### src/rtl/div_hilo_ctrl.sv
// div_hilo_ctrl: multi-cycle controller around a combinational unsigned divider.
// It latches the operands and drives their magnitudes onto the divider's M/Q inputs.
// It then waits a fixed settle window and writes the sign-corrected quotient to LO
// and the sign-corrected remainder to HI.
// Optional feature macro: DIV_SIGNED_EN (signed DIV support). When it is undefined,
// is_signed is ignored and every operation is unsigned.
//
// Handshake: start is sampled only while the FSM is in IDLE (busy low). A start
// seen while busy is dropped, not queued. done is a one-cycle pulse at the end of
// every operation that was not aborted by clear.
module div_hilo_ctrl #(
  parameter int WIDTH         = 32,
  parameter int SETTLE_CYCLES = 4
) (
  input  logic             clock,
  input  logic             clear,
  input  logic             start,
  input  logic             is_signed,
  input  logic [WIDTH-1:0] dividend,
  input  logic [WIDTH-1:0] divisor,
  output logic [WIDTH-1:0] div_M,
  output logic [WIDTH-1:0] div_Q,
  input  logic [WIDTH-1:0] div_quotient,
  input  logic [WIDTH-1:0] div_remainder,
  output logic             busy,
  output logic             done,
  output logic             div_by_zero,
  output logic [WIDTH-1:0] HI,
  output logic [WIDTH-1:0] LO,
  output logic [1:0]       o_dbg_state
);

  localparam int CW = $clog2(SETTLE_CYCLES) + 1;

  typedef enum logic [1:0] {
    S_IDLE   = 2'd0,
    S_SETTLE = 2'd1,
    S_WRITE  = 2'd2
  } state_t;

  state_t           r_state;
  logic [CW-1:0]    r_cnt;
  logic [WIDTH-1:0] r_dividend;
  logic [WIDTH-1:0] r_div_m;
  logic [WIDTH-1:0] r_div_q;
  logic [WIDTH-1:0] r_hi;
  logic [WIDTH-1:0] r_lo;
  logic             r_busy;
  logic             r_done;
  logic             r_dz;

  logic             w_is_zero;
  logic [WIDTH-1:0] w_q_mag;
  logic [WIDTH-1:0] w_m_mag;
  logic [WIDTH-1:0] w_lo_fix;
  logic [WIDTH-1:0] w_hi_fix;

  assign w_is_zero = (divisor == '0);

`ifdef DIV_SIGNED_EN
  // Operand signs are latched at start so the write-back correction uses the
  // signs of the operation in flight, not whatever the register file shows now.
  logic r_sd;
  logic r_sv;
  logic w_sd;
  logic w_sv;

  assign w_sd     = is_signed & dividend[WIDTH-1];
  assign w_sv     = is_signed & divisor[WIDTH-1];
  assign w_q_mag  = w_sd ? (~dividend + 1'b1) : dividend;
  assign w_m_mag  = w_sv ? (~divisor + 1'b1) : divisor;
  // Quotient is negative when exactly one operand is negative; the remainder
  // follows the dividend's sign (truncation toward zero).
  assign w_lo_fix = (r_sd ^ r_sv) ? (~div_quotient + 1'b1) : div_quotient;
  assign w_hi_fix = r_sd ? (~div_remainder + 1'b1) : div_remainder;
`else
  logic w_unused_signed;

  assign w_unused_signed = is_signed;
  assign w_q_mag         = dividend;
  assign w_m_mag         = divisor;
  assign w_lo_fix        = div_quotient;
  assign w_hi_fix        = div_remainder;
`endif

  // Control FSM: IDLE -> SETTLE (count down the multicycle window) -> WRITE -> IDLE.
  // A zero divisor skips SETTLE, because the divider's result is not used.
  always_ff @(posedge clock) begin
    if (clear) begin
      r_state    <= S_IDLE;
      r_cnt      <= '0;
      r_dividend <= '0;
      r_div_m    <= '0;
      r_div_q    <= '0;
      r_hi       <= '0;
      r_lo       <= '0;
      r_busy     <= 1'b0;
      r_done     <= 1'b0;
      r_dz       <= 1'b0;
`ifdef DIV_SIGNED_EN
      r_sd       <= 1'b0;
      r_sv       <= 1'b0;
`endif
    end else begin
      r_done <= 1'b0;
      case (r_state)
        S_IDLE: begin
          if (start) begin
            r_dividend <= dividend;
            r_div_q    <= w_q_mag;
            r_div_m    <= w_m_mag;
`ifdef DIV_SIGNED_EN
            r_sd       <= w_sd;
            r_sv       <= w_sv;
`endif
            r_busy     <= 1'b1;
            r_dz       <= w_is_zero;
            if (w_is_zero) begin
              r_state <= S_WRITE;
            end else begin
              r_state <= S_SETTLE;
              r_cnt   <= CW'(SETTLE_CYCLES - 1);
            end
          end
        end
        S_SETTLE: begin
          if (r_cnt == '0) begin
            r_state <= S_WRITE;
          end else begin
            r_cnt <= r_cnt - 1'b1;
          end
        end
        S_WRITE: begin
          if (r_dz) begin
            r_lo <= '1;
            r_hi <= r_dividend;
          end else begin
            r_lo <= w_lo_fix;
            r_hi <= w_hi_fix;
          end
          r_done  <= 1'b1;
          r_busy  <= 1'b0;
          r_state <= S_IDLE;
        end
        default: r_state <= S_IDLE;
      endcase
    end
  end

  assign div_M       = r_div_m;
  assign div_Q       = r_div_q;
  assign busy        = r_busy;
  assign done        = r_done;
  assign div_by_zero = r_dz;
  assign HI          = r_hi;
  assign LO          = r_lo;
  assign o_dbg_state = r_state;

endmodule
### config.mk
export PLATFORM = sky130hd
export DESIGN_NAME = div_hilo_ctrl
export DESIGN_NICKNAME = d
export VERILOG_FILES = /design/src/rtl/div_hilo_ctrl.sv
export SDC_FILE = /design/constraint.sdc
export NUM_CORES = 1
export LEC_CHECK = 0
export CORE_ASPECT_RATIO = 1.75
export CORE_MARGIN = 2
export CORE_UTILIZATION = 36
export DETAILED_ROUTE_END_ITERATION = 6
export PLACE_DENSITY = 0.76
export SETUP_SLACK_MARGIN = 0.2
export SLEW_MARGIN = 20
export SYNTH_ARGS = -nofsm -noshare
export SYNTH_HDL_FRONTEND = slang
export SYNTH_SLANG_ARGS = --single-unit
### constraint.sdc
create_clock -name clock -period 1.35 [get_ports clock]
set_input_delay 0.405 -clock clock [delete_from_list [all_inputs] [get_ports clock]]
set_output_delay 0.405 -clock clock [all_outputs]
set_load 0.005 [all_outputs]
### After elaboration in Yosys (flattened, before gate mapping)

Cells that the tools add are included.

* flip-flop bits (word level): 136
* input port bits: 132
* output and inout port bits: 133
* word-level logic and storage cells: 38

* add/sub/neg operators: 1
* equal/unequal tests: 6
* multiplexer cells: 13
* reduce and logical (&&, ||, !) cells: 9

Operators by type and width (count)
* two-way mux 32 bit: 2
* zero test 32 bit: 1
* two-way mux 3 bit: 3
* inequality test 2 bit (second input constant): 4
* two-way mux 2 bit: 3
* one-hot mux 3 bit (2 select lines): 1
* AND reduction 2 bit: 3
* one-hot mux 2 bit (2 select lines): 1
* AND reduction 4 bit: 1
* nonzero test 2 bit: 2
* zero test 3 bit: 1
* subtractor 3 x 1 -> 3 bit (second input constant): 1
* == test 2 x 1 -> 1 bit (second input constant): 1
* == test 2 bit (second input constant): 1
* zero test 2 bit: 1
* two-way mux 1 bit: 2
* one-hot mux 1 bit (2 select lines): 1

### Longest topological paths before layout

Gate-level depths: netlist of the first run.

* word-level depth: 4
* gate-level depth with buffers: 7
* mapped depth without buffers: 7

### Worst setup path before layout of the first run

OpenSTA, ideal clock, no wires.

* kind: reg2reg
* from: register r_cnt[0]
* to: register r_cnt[2]
* setup time: 132 ps
* arrival: 1376 ps
* required time: 1218 ps
* setup slack: -159 ps
* stages on the path, launching flop included: 7
* path buffers: 0
* clock period less this slack: 1509 ps
* cells stage by stage: dfxtp_1 inv_1 ha_1 ha_1 or3b_1 a31oi_1 a21oi_1

* word-level cells in the longest chain between the ends: 3
* elaborated cells on any way between the ends: 6
* classes of those cells: add/sub (1); eq/ne (1); mux (2); reduce/logical (2)

Ends and longest elaborated chain
* from (decl): RTL line 42 `logic [CW-1:0] r_cnt;`
* from (signal assigned): RTL line 122 `r_cnt <= CW'(SETTLE_CYCLES - 1);`
* from (signal assigned): RTL line 130 `r_cnt <= r_cnt - 1'b1;`
* subtractor 3 x 1 -> 3 bit / zero test 3 bit (equally long branches): RTL line 130, 127
* two-way mux 3 bit / inequality test 2 bit (equally long branches)
* one-hot mux 3 bit (2 select lines) / AND reduction 4 bit (equally long branches)

Several ways; a longest one is shown, not always the timed one. The select of a mux whose other input is x is not followed.
A chain may end at the register's enable or synchronous reset.

### Final worst setup path of the first run

* from: register r_cnt[1]
* to: register r_cnt[2]

The elaborated chain is that of the path after synthesis.

==> out/metrics.cfg, run 1 <==
[status]
run_status=finished with violations
violations=setup timing

[yosys]
synth_nets=748
synth.ff_latch_count=136
syn_avg_cell_area_sq_um=8.63
synth_edf_count=0
syn_inst=614
synthArstFlopShare=0
yosys.area.top_type=dfxtp_1
syn_area_sq_mm=0.00530
synth_flop_cell=dfxtp_1
ys_seq_area_frac=0.514
synth_warnings=0
synth_cell_types=33
synth_top_area_share=0.514
synth_area_leaders=dfxtp_1, nand2_1, a21oi_1, mux2i_1, nor3_1

[placement]
dp_cells=1039
place_area_sq_mm=0.00828
place_congestion=0.847
pre_cts_ws_ns=-0.588
io_buffer_count=263
dp_hpwl_microns=12600

[sta]
timing.final.crit_share=1.15
tightestPinTransition_ns=0.375
timing.fmax_mhz=646
finalSetupTns_ns=-4.27
worst_slack_ns=-0.199
setup_viol=87
skew_ns=0.0122
rsz0062_at_grt=true
hold_viol=0
slew_viol_final=0
layout_min_cycle_time_ns=1.55
slew_headroom=0.750

[cells_and_area]
area_delta_synth_final_pct=126
instances_no_fill=1192
finalInstanceArea_sq_mm=0.0120
drive_gt1_frac=0.702
layout.nets=1128
fill_cells=689

[power_and_ir_drop]
power.density_mw_per_mm2=1060
switching_power_mw=3.61
p_comb_frac=0.263
p_sw_frac=0.284
cellLeakagePower_nw=5.00
power_frac_clock=0.379
p_int_mw=9.08
irDropWorstVdd_uv=895
seqPwrFrac=0.358

[global_route]
track_usage=0.258
grt_pass1_wl_microns=30500
grt_pass1_vias=5719
grt_max_degree=66
antenna_found_initial=7
grt_remaining_overflow=0

[worst_hold_path]
whs_path_depth=2
hold_class=input pin to register

[route]
drt_iter0_drc=320
routed_wirelength_microns=28500
ant_nets=0
drt-vias-per-instance=5.47
first_pass_iters=5
avgRoutedWirePerCell_microns=23.9
vias=6520
drc=0

[clock_network]
htreeDepth=4
root_buffer=clkbuf_16
numCtsBuffers=17
clk_path_buf_depth=2
cts_tree=yes
clk_latency_ns=0.42
clk_pin_slew_ns=0.06
clock_sinks=136

[die]
die-area_sq_mm=0.0157
die_h_microns=164
std_cell_rows=58
io_pins=265
die_w_microns=95.7
fp.coreArea_sq_mm=0.0144
initial_core_util=0.369

[critical_path]
crit_required_ns=1.69
crit_chain=inv_2 -> ha_4 -> ha_4 -> or3b_4 -> nor2_2 -> a31oi_1 -> a21oi_1
setup.worst_path.class=register to register
worst_path_largest_cell_delay_ns=0.41
r2r_cells=7
critPathLaunchType=register
path_common_cell=ha_4
crit_slowest_cell=or3b_4
endpoint_kind=register
cp_max_fo=5
critPathArrivalTime_ns=1.89

[run]
drv_cap=0

-- state kept, by name, summed over array words and instances (netlist names) --
register / flops
done: 1
LO: 32
busy: 1
div_M: 32
HI: 32
o_dbg_state: 2
div_Q: 32
div_by_zero: 1
r_cnt: 3
-- power by group through the flow --
stage	Combinational [mW]	Sequential, mW	Clock [mW]
global route	3.48	4.56	5.02
floorplan	0.687	4.53	0
detailed placement	1.88	4.51	0
CTS	2.28	4.48	4.81
global placement	1.86	4.49	0
finish	3.34	4.54	4.81
-- cells in the final DEF, fill, tap and decap left out, types with 2 or more instances in the layout --
cell type,n
clkinv_2,2
diode_2,6
dfxtp_2,122
dfxtp_4,13
nor2_2,6
a21oi_2,51
nor4_2,7
nand2_8,2
nor2_4,43
buf_8,3
dlygate4sd2_1,19
clkbuf_16,30
inv_2,2
nor2_1,20
buf_6,123
a31oi_1,2
buf_4,87
a21o_1,2
nor3_2,32
ha_4,2
nand2_2,20
o21ai_1,2
clkinv_4,4
nand2_4,52
buf_16,13
buf_2,21
inv_6,3
mux2i_1,32
nor3_1,31
buf_12,23
and4_4,2
a211oi_2,31
nand2_1,59
bufinv_16,2
a21oi_1,16
clkdlybuf4s50_1,110
-- worst max-delay path: cells and delay by family, from the launching register on --
kind | cells | cell delay, ns
AND/OR/NAND/NOR | 2 | 0.52
flip-flops | 1 | 0.36
buffers and inverters | 1 | 0.06
adder cells (fa/ha/maj) | 2 | 0.32
AO/OA/AOI/OAI | 2 | 0.21
-- path summary, 6_finish.rpt --
| path | start | endpoint | slack (ns) |
|---|---|---|---|
| setup / recovery | r_cnt[1]$_SDFFE_PP0P_ | r_cnt[2]$_SDFFE_PP0P_ | -0.20 |
| hold / removal | clear | div_M[0]$_SDFFE_PP0P_ | 0.39 |
| setup reg to reg | r_cnt[1]$_SDFFE_PP0P_ | r_cnt[2]$_SDFFE_PP0P_ | -0.20 |
| hold reg to reg | div_M[22]$_SDFFE_PP0P_ | div_M[22]$_SDFFE_PP0P_ | 0.45 |
-- routing by layer --
metal	wire length, microns	GRT usage
met1	9360	0.264
met5	0	0
met4	2140	0.153
met2	15100	0.466
met3	1890	0.0547
-- per-stage QoR --
stage | utilization | hold slack (ns) | power, mW
finish | 0.834 | 0.387 | 12.7
global route | 0.834 | 0.376 | 13.1
CTS | 0.673 | 0.361 | 11.6
detailed placement | 0.576 | 0.446 | 6.38
global placement | 0.576 | 0.442 | 6.35
floorplan | - | 0.453 | 5.21
-- synthesized netlist by cell type, types with 2 or more instances --
cell type    n
a21o_1       2
nand2_1    131
nor4_1       8
and4_1       2
buf_6        9
nor3_2      10
inv_1        3
a31oi_1      2
buf_2       12
buf_1        3
mux2i_1     32
nor3_1      54
ha_1         2
nor2_2      10
dfxtp_1    136
a21oi_1     68
buf_4        8
clkbuf_1    17
a211oi_1    32
o21ai_0      2
nor2_1      59
-- timing repair --
| action | in CTS | in global routing |
|---|---|---|
| pin swaps | 30 | 137 |
| setup endpoints to repair | 268 | 268 |
| cloned | 12 | 16 |
| endpoints found under the hold margin | 0 | 0 |
| hold buffers | 0 | 0 |
| buffers inserted | 42 | 46 |
| resized for setup | 795 | 372 |
-- logic make-up (layout without fill, tap and decap cells) --
group	after synthesis	count (layout)	share of synthesized area
and+or+nand+nor	283	284	0.240
DFF	136	136	0.514
AOI/OAI and AO/OA	107	107	0.118
buffers and inverters	54	445	0.0624
muxes	32	32	0.0605
adders and majority gates	2	2	0.00472
other	0	6	0
-- layout make-up --
type                            count  area (sq um)  area share
Timing Repair Buffer              411          4570       0.382
Sequential cell                   136          2920       0.244
Clock buffer                       19           464      0.0388
Clock inverter                     12           139      0.0116
Antenna cell                        6          15.0     0.00125
Inverter                            3          11.3    0.000940
Tap cell                          180           225      0.0188
Multi-Input combinational cell    425          3620       0.303
No activity file was read; power rests on OpenSTA's default activity.
==> run 2, diff against run 1 <==
- GPL_ROUTABILITY_DRIVEN: not set -> 0
- PLACE_DENSITY: 0.76 -> 0.85
==> out/metrics.cfg, run 2 (synthesis results as in run 1) <==
[sta]
timing.final.crit_share=1.20
slew_viol_final=0
hold_viol=0
whs_ns=0.325
tightestPinTransition_ns=0.432
slew_headroom=0.712
setup_viol=38
skew_ns=0.0103
layout_min_cycle_time_ns=1.61
timing.fmax_mhz=620
worst_slack_ns=-0.263
rsz0062_at_grt=true

[clock_network]
clock_sinks=136
numCtsBuffers=17
htreeDepth=4
root_buffer=clkbuf_16
clk_pin_slew_ns=0.06
cts_tree=yes
clk_latency_ns=0.41
postCtsHoldBufs=0
clk_path_buf_depth=2

[die]
die_h_microns=164
die-area_sq_mm=0.0157
io_pins=265
initial_core_util=0.369
fp.coreArea_sq_mm=0.0144
std_cell_rows=58
die_w_microns=95.7

[power_and_ir_drop]
cellLeakagePower_nw=4.56
power.density_mw_per_mm2=1110
irDropWorstVdd_uv=782
p_total_mw=12.3

[cells_and_area]
final_common_cell=dfxtp_2
layout.nets=1093
antennaDiodeCount=0
instances_no_fill=1152
area_delta_synth_final_pct=109
drive_gt1_frac=0.641
layout_common_cells=dfxtp_2, clkdlybuf4s50_1, buf_6, nand2_1, buf_4

[critical_path]
cp_max_fo=3
critPathArrivalTime_ns=1.90
crit_chain=clkdlybuf4s50_1 -> nor4_1 -> and4_4 -> a21o_4 -> a31oi_4
setup.worst_path.class=input pin to register
crit_slowest_cell=clkdlybuf4s50_1
crit_required_ns=1.64
r2r_cells=6
endpoint_kind=register
worst_path_largest_cell_delay_ns=0.49
critPathLaunchType=input pin

[run]
drv_cap=0

[route]
avgRoutedWirePerCell_microns=22.4
drc=0
first_pass_iters=7
vias=6233
drt_iter0_drc=266
routed_wirelength_microns=25800
drt-vias-per-instance=5.41
ant_nets=0

[global_route]
grt_pass1_vias=5919
grt_pass1_wl_microns=31200
grt_remaining_overflow=0
antenna_found_initial=0
grt_max_degree=48
track_usage=0.263

[worst_hold_path]
whs_path_depth=3
hold_class=input pin to register

[status]
run_status=finished with violations
violations=setup timing

[placement]
dp_hpwl_microns=11900
dp_cells=1030
io_buffer_count=263

-- run 2: worst paths after layout --
kind                               start                      to  slack, ns
setup / recovery             divisor[17]   r_cnt[0]$_SDFFE_PP0P_      -0.26
hold / removal                divisor[7]   div_M[7]$_SDFFE_PP0P_       0.33
setup reg to reg   r_cnt[0]$_SDFFE_PP0P_   r_cnt[2]$_SDFFE_PP0P_      -0.15
hold reg to reg   div_M[17]$_SDFFE_PP0P_  div_M[17]$_SDFFE_PP0P_       0.45
-- run 2: report_power, final --
part,internal [mW],total [mW],switching [mW]
clock,2.82,4.80,1.98
sequential,4.32,4.51,0.184
combinational,1.65,2.98,1.33
total,8.79,12.3,3.50
-- run 2: area by class of cell --
cell class                 count  area [sq um]
multi-input combinational    425          3280
timing repair buffer         376          4040
fill                         815          3320
tap                          180           225
clock buffer                  18           439
clock inverter                14           161
sequential                   136          2890
inverter                       3          11.3
-- run 2: worst max-delay path: cells and delay by family --
| kind | cells | cell delay [ns] |
|---|---|---|
| AO/OA/AOI/OAI | 2 | 0.25 |
| AND/OR/NAND/NOR | 2 | 0.76 |
| buffers and inverters | 1 | 0.49 |
-- run 2: repair_timing --
action / 4_1_cts / 5_1_grt
cloned: 15 / 13
setup endpoints to repair: 268 / 268
gates resized for setup: 785 / 244
pin swaps: 11 / 100
buffers inserted: 43 / 19
-- run 2: per-layer routing --
layer  wire, microns  vias up  part of all wire  GRT usage
li1                -     2805                 -          -
met1            8790     3010              0.34      0.280
met2           13700      321              0.53      0.454
met3            1680       97             0.065     0.0639
met4            1650        0             0.064      0.170
met5               0        -                 0          0
-- run 2: metrics by stage --
step	utilization	setup TNS [ns]	setup slack (ns)	instance area, sq um
3_5_place_dp	0.570	-17.83	-0.598	8200
5_1_grt	0.769	-3.99	-0.297	11000
3_3_place_gp	0.570	-16.58	-0.610	8200
4_1_cts	0.670	-1.92	-0.0920	9620
6_report	0.769	-2.15	-0.263	11000
2_1_floorplan	-	-0.0268	-0.0268	5330
==> run 3, diff against run 2 <==
- SLEW_MARGIN: 20 -> 40
==> results of run 3 <==
Final layout, timing and power as in run 2 (identical DEF).
